**config.mk**
```make
export PLATFORM = sky130hd
export DESIGN_NAME = demux1_4
export DESIGN_NICKNAME = d
export VERILOG_FILES = /design/src/rtl/demux1_4.sv
export SDC_FILE = /design/constraint.sdc
export NUM_CORES = 1
export LEC_CHECK = 0
export BUFFER_PORTS_ARGS = -buffer_cell sky130_fd_sc_hd__buf_2
export CAP_MARGIN = 15
export CORE_MARGIN = 8
export CORE_UTILIZATION = 44
export CTS_CLUSTER_DIAMETER = 40
export CTS_CLUSTER_SIZE = 20
export DETAILED_ROUTE_END_ITERATION = 10
export GPL_ROUTABILITY_DRIVEN = 0
export GPL_TIMING_DRIVEN = 0
export HOLD_SLACK_MARGIN = 0.02
export PLACE_DENSITY = 0.78
export SLEW_MARGIN = 10
export SYNTH_ARGS = -nofsm -noshare
export SYNTH_HDL_FRONTEND = slang
export SYNTH_SLANG_ARGS = --single-unit
```
**constraint.sdc**
```tcl
create_clock -name CLK -period 1.8 [get_ports CLK]
set_input_delay 0 -clock CLK [delete_from_list [all_inputs] [get_ports CLK]]
set_output_delay 0 -clock CLK [all_outputs]
set_load 0.01 [all_outputs]
```
**src/rtl/demux1_4.sv**
```systemverilog
// 1-to-4 valid/ready demux with one registered slot per channel.
// Optional per-channel transfer counters enabled by DEMUX_TX_COUNT_EN.
module demux1_4 #(
    parameter int WIDTH = 8
) (
    input  logic             CLK,
    input  logic             RST_N,
    input  logic [WIDTH-1:0] IN_DATA,
    input  logic [1:0]       IN_SEL,
    input  logic             IN_VALID,
    output logic             IN_READY,
    output logic [WIDTH-1:0] OUT_DATA0,
    output logic [WIDTH-1:0] OUT_DATA1,
    output logic [WIDTH-1:0] OUT_DATA2,
    output logic [WIDTH-1:0] OUT_DATA3,
    output logic [3:0]       OUT_VALID,
    input  logic [3:0]       OUT_READY,
    output logic [31:0]      TX_CNT
);

    logic [WIDTH-1:0] r_data [4];
    logic [3:0]       r_valid;
    logic             w_in_ready;
    logic             w_in_xfer;
    logic [3:0]       w_load;
    logic [3:0]       w_out_xfer;

    // A full slot still accepts when it is being drained on the same edge.
    assign w_in_ready = ~r_valid[IN_SEL] | OUT_READY[IN_SEL];
    assign w_in_xfer  = IN_VALID & w_in_ready;
    assign w_out_xfer = r_valid & OUT_READY;

    always_comb begin
        w_load = 4'b0000;
        w_load[IN_SEL] = w_in_xfer;
    end

    always_ff @(posedge CLK or negedge RST_N) begin
        if (!RST_N) begin
            r_valid <= 4'b0000;
            for (int n = 0; n < 4; n++) begin
                r_data[n] <= '0;
            end
        end else begin
            for (int n = 0; n < 4; n++) begin
                r_valid[n] <= w_load[n] | (r_valid[n] & ~w_out_xfer[n]);
                if (w_load[n]) begin
                    r_data[n] <= IN_DATA;
                end
            end
        end
    end

`ifdef DEMUX_TX_COUNT_EN
    logic [7:0] r_cnt [4];

    always_ff @(posedge CLK or negedge RST_N) begin
        if (!RST_N) begin
            for (int n = 0; n < 4; n++) begin
                r_cnt[n] <= 8'd0;
            end
        end else begin
            for (int n = 0; n < 4; n++) begin
                if (w_out_xfer[n]) begin
                    r_cnt[n] <= r_cnt[n] + 8'd1;
                end
            end
        end
    end

    assign TX_CNT = {r_cnt[3], r_cnt[2], r_cnt[1], r_cnt[0]};
`else
    assign TX_CNT = 32'd0;
`endif

    assign IN_READY  = w_in_ready;
    assign OUT_VALID = r_valid;
    assign OUT_DATA0 = r_data[0];
    assign OUT_DATA1 = r_data[1];
    assign OUT_DATA2 = r_data[2];
    assign OUT_DATA3 = r_data[3];

endmodule

```
======== Word-level counts from Yosys, hierarchy flattened ========
Index checks and enable logic that the tools add are counted.
word-level totals
  bits in registers ....................... 36
  latch bits .............................. 0
  RAM bits ................................ 0
  memory bits (read-only) ................. 0
  input bits .............................. 17
  output and inout bits ................... 69
  logic and storage cells ................. 31
  memories ................................ 0
operators by class
  add/sub/neg operators ................... 0
  multipliers ............................. 0
  divide/modulo/power cells ............... 0
  magnitude comparators ................... 2
  equality and inequality tests ........... 0
  shift-type cells ........................ 0
  muxes and demuxes ....................... 6
  bitwise logic cells ..................... 17
  reduce and logical (&&, ||, !) cells .... 1
operators by type and width
  kind                                                                    number
  4-bit AND                                                               2
  1-bit AND                                                               5
  1-bit NOT                                                               5
  1-bit OR                                                                5
  1-bit binary-select mux with 2-bit select                               2
  2-bit by 3-bit < comparator with 1-bit output (second input constant)   1
  1-bit two-way mux                                                       3
  1-bit demux with 2-bit select                                           1
  2-bit by 1-bit >= comparator with 1-bit output (second input constant)  1
  1-bit logical AND                                                       1

======== Depth between registers and ports, before layout ========
  word-level depth ........................ 7
  mapped depth ............................ 5

======== Worst setup path before layout ========
Ideal clock, no wire load.
  path type ............................... register to register
  from .................................... register r_valid[1] (netlist: OUT_VALID[1])
  to ...................................... register r_data, in the netlist OUT_DATA1[0]
  library setup time ...................... 0.125 ns
  arrival time ............................ 1.199 ns
  path slack .............................. 0.476 ns
  cell stages (with the launch flop) ...... 4
  buffers on the path ..................... 0
  clock period less this slack ............ 1.324 ns
  path through ............................ dfrtp_1 > nand2b_1 > nor3b_4 > mux2_2
on the way
  cells in the longest elaborated chain, start to end .. 6
ends and longest elaborated chain
  item                                       line  source
  start, declared                            22    logic [3:0] r_valid;
  start signal, assigned by index            46    r_valid[n] <= w_load[n] | (r_valid[n] & ~w_out_xfer[n]);
  1-bit binary-select mux with 2-bit select  29    assign w_in_ready = ~r_valid[IN_SEL] | OUT_READY[IN_SEL];
  1-bit two-way mux (not written as such)    29
  1-bit NOT                                  29
  1-bit OR                                   29
  1-bit AND                                  30    assign w_in_xfer = IN_VALID & w_in_ready;
  4-bit AND (no source line)                 --
  end signal, assigned by index              42    r_data[n] <= '0;
  end signal, assigned by index              48    r_data[n] <= IN_DATA;
  end, declared                              21    logic [WIDTH-1:0] r_data [4];
No other way between the ends. The select of a mux whose other input is x is not followed.
A chain may end at the register's enable or synchronous reset.

======== Worst setup path in the final report ========
Ends and elaborated chain as after synthesis.

==> results.sh <==
export IMPL_outcome="completed"
export IMPL_drv_cap=0
export IMPL_finClkSkew_ps=4.85
export IMPL_cts_buffer_depth=2
export IMPL_via_per_inst=4.17
export IMPL_finalCritPeriodShare=0.830
export IMPL_fin_nets=242
export IMPL_multiInputGateArea_um2=606
export IMPL_fin_util=0.642
export IMPL_setup_viol=0
export IMPL_crit_path_max_incr_delay_ps=500
export IMPL_reg2reg_to="OUT_DATA1[0]"
export IMPL_antenna_found_initial=0
export IMPL_diodes=0
export IMPL_slew_viol_final=0
export IMPL_clock_sinks=36
export IMPL_synth_ff_type="dfrtp_1"
export IMPL_start_util=0.453
export IMPL_gr_total_overflow=0
export IMPL_die_y_um=77.2
export IMPL_yosysWarningCount=0
export IMPL_use_met3=0.0606
export IMPL_hold_path_depth=3
export IMPL_syn_inst=121
export IMPL_hold_class="input pin to flop"
export IMPL_path_cells="nand2b_1 -> nor3b_4 -> mux2_2"
export IMPL_synth_edf_count=0
export IMPL_fill_cells=293
export IMPL_crit_type="flop to flop"
export IMPL_grt_pass1_wl_mm=6.07
export IMPL_path_buf_inv=0
export IMPL_place_detailed_hpwl_mm=2.81
export IMPL_power_density_mw_per_mm2=1000
export IMPL_totalWireLength_mm=3.79
export IMPL_cp_depth=3
export IMPL_htreeDepth=2
export IMPL_path_delay_family="simple AND/OR/NAND/NOR gates"
export IMPL_ant_nets=0
export IMPL_p_sw_mw=0.653
export IMPL_rsz0062_at_grt="no"
export IMPL_cts_resized_gates=0
export IMPL_power_share_combinational=0.254
export IMPL_drtIter0Drc=53
export IMPL_grt_max_degree=37
export IMPL_cts_made_buffers=5
export IMPL_die_x_um=77.2
export IMPL_cts_tree="built"
export IMPL_place_ws_ps=318
export IMPL_io_buffers=52
export IMPL_yosysMostFrequentCell="dfrtp_1"
export IMPL_setup_ws_ps=306
export IMPL_synth_cell_types=14
export IMPL_use_met1=0.138
export IMPL_busiest_layer="met2"
export IMPL_synth_area_mm2=0.00165
export IMPL_path_clk_slew_ps=70
export IMPL_power_internal_mw=1.69
export IMPL_register_area_um2=901
export IMPL_ioPinCount=86
export IMPL_crit_start="OUT_VALID[1]"
export IMPL_synthTopCellsByArea="dfrtp_1 55%, mux2_2 22%, buf_4 15%"
export IMPL_synth_common_cells="36 x dfrtp_1, 32 x buf_4, 32 x mux2_2"
export IMPL_root_buffer="clkbuf_8"
export IMPL_startpoint_type="flop"
export IMPL_maxSlewHeadroom=0.487
export IMPL_cp_data_required_time_ps=1980
export IMPL_cts_setup_buffers=0
export IMPL_yosysSeqAreaShare=0.548
export IMPL_whs_ps=50.1
export IMPL_clk_insertion_delay_late_ps=290
export IMPL_grt_pass1_vias=1191
export IMPL_placementRows=22
export IMPL_synth_top_area_frac=0.548
export IMPL_cp_endpoint="OUT_DATA1[0]"
export IMPL_setup_tns_ps=0
export IMPL_finalWorstPathRequiredPeriod_ps=1490
export IMPL_vdd_ir_drop_max_mv=0.719
export IMPL_met2_usage=0.212
export IMPL_hold_buffers=14
export IMPL_crit_arrival_ps=1670
export IMPL_vias=1142
export IMPL_async_flop_share=1.00
export IMPL_syn_to_final_growth_pct=41.8
export IMPL_hold_viol_final=0
export IMPL_slowest_stage="nor3b_4"
export IMPL_ys_seq_elements=36
export IMPL_yosys_area_top_type="dfrtp_1"
export IMPL_r2r_slack_ps=310
export IMPL_tightest_slew_ps=770
export IMPL_sw_frac_of_total=0.279
export IMPL_core_area_mm2=0.00363
export IMPL_p_leak_nw=1.23
export IMPL_grtUsageTotal=0.128
export IMPL_avgSynthCellArea_um2=13.6
export IMPL_worstReg2RegStart="OUT_VALID[1]"
export IMPL_drive_gt1_frac=0.575
export IMPL_drc_errors=0
export IMPL_die_area_mm2=0.00595
export IMPL_r2r_cells=3
export IMPL_wire_per_inst_um=13.8
export IMPL_path_max_fanout=8
export IMPL_worstSetupEndpointType="flop"
export IMPL_clkPwrFrac=0.300
export IMPL_seqPwrFrac=0.446
export IMPL_fmax_ghz=0.669
export IMPL_first_pass_iters=4
==> through the flow <==
stage               power, mW  area [um^2]  instances
floorplan                1.39         1760        152
global placement         1.62         2080        252
detailed placement       1.64         2080        252
CTS                      2.37         2330        274
global route             2.47         2330        274
finish                   2.34         2330        274
==> worst min-delay path by stage <==
stage	from	end
floorplan	RST_N	OUT_DATA0[0]
global placement	RST_N	OUT_VALID[3]
detailed placement	RST_N	OUT_VALID[3]
CTS	OUT_READY[1]	OUT_VALID[1]
global route	OUT_READY[0]	OUT_VALID[0]
finish	OUT_READY[1]	OUT_VALID[1]
==> cells by family (layout without fill, tap and decap cells) <==
logic type,count (synthesis),count (layout),synth area share
compound gates,1,1,0.00304
buf+inv,35,109,0.155
simple gates,15,15,0.0593
flops,36,36,0.548
other cells,1,32,0.00228
mux,33,33,0.233
==> layout make-up <==
type	instances	area share
buffer	35	0.109
clock buffer	5	0.0295
clock inverter	3	0.0182
multi-input combinational	81	0.260
sequential	36	0.386
tap	48	0.0257
timing repair buffer	66	0.172
==> flip-flops by register name, summed over array words and instances (netlist names) <==
signal     flops
OUT_DATA1      8
OUT_DATA3      8
OUT_VALID      4
OUT_DATA2      8
OUT_DATA0      8
==> power groups by stage <==
stage / Sequential, mW / Combinational, mW / Clock [mW]
2_1_floorplan: 1.14 / 0.251 / 0
3_3_place_gp: 1.05 / 0.566 / 0
3_5_place_dp: 1.06 / 0.576 / 0
4_1_cts: 1.05 / 0.600 / 0.722
5_1_grt: 1.07 / 0.643 / 0.759
6_report: 1.05 / 0.595 / 0.702
==> layout by cell type (no fill, tap or decap), drive strengths merged <==
cell type / synthesis / final
buf: 35 / 87
dfrtp: 36 / 36
mux2: 32 / 32
conb: 1 / 32
dlygate4sd3: 0 / 14
nand2: 5 / 5
clkbuf: 0 / 5
nand2b: 4 / 4
nor2b: 2 / 2
mux4: 1 / 1
nand3b: 1 / 1
o21ai: 1 / 1
nand3: 1 / 1
and3: 1 / 1
nor3b: 1 / 1
bufinv: 0 / 1
clkinvlp: 0 / 1
clkinv: 0 / 1
==> worst reg2reg max path: stages (launching register included) <==
cell and delay (ps):
dfrtp_1 370, nand2b_1 110, nor3b_4 500, mux2_2 400
==> routing by layer <==
metal	part of all wire	wire length (um)	up-vias
met2	0.50	1880	49
met3	0.076	287	5
met4	0.012	46	0
met1	0.41	1570	539
li1	-	-	549
met5	0	0	-
(Power assumes the default switching activity.)
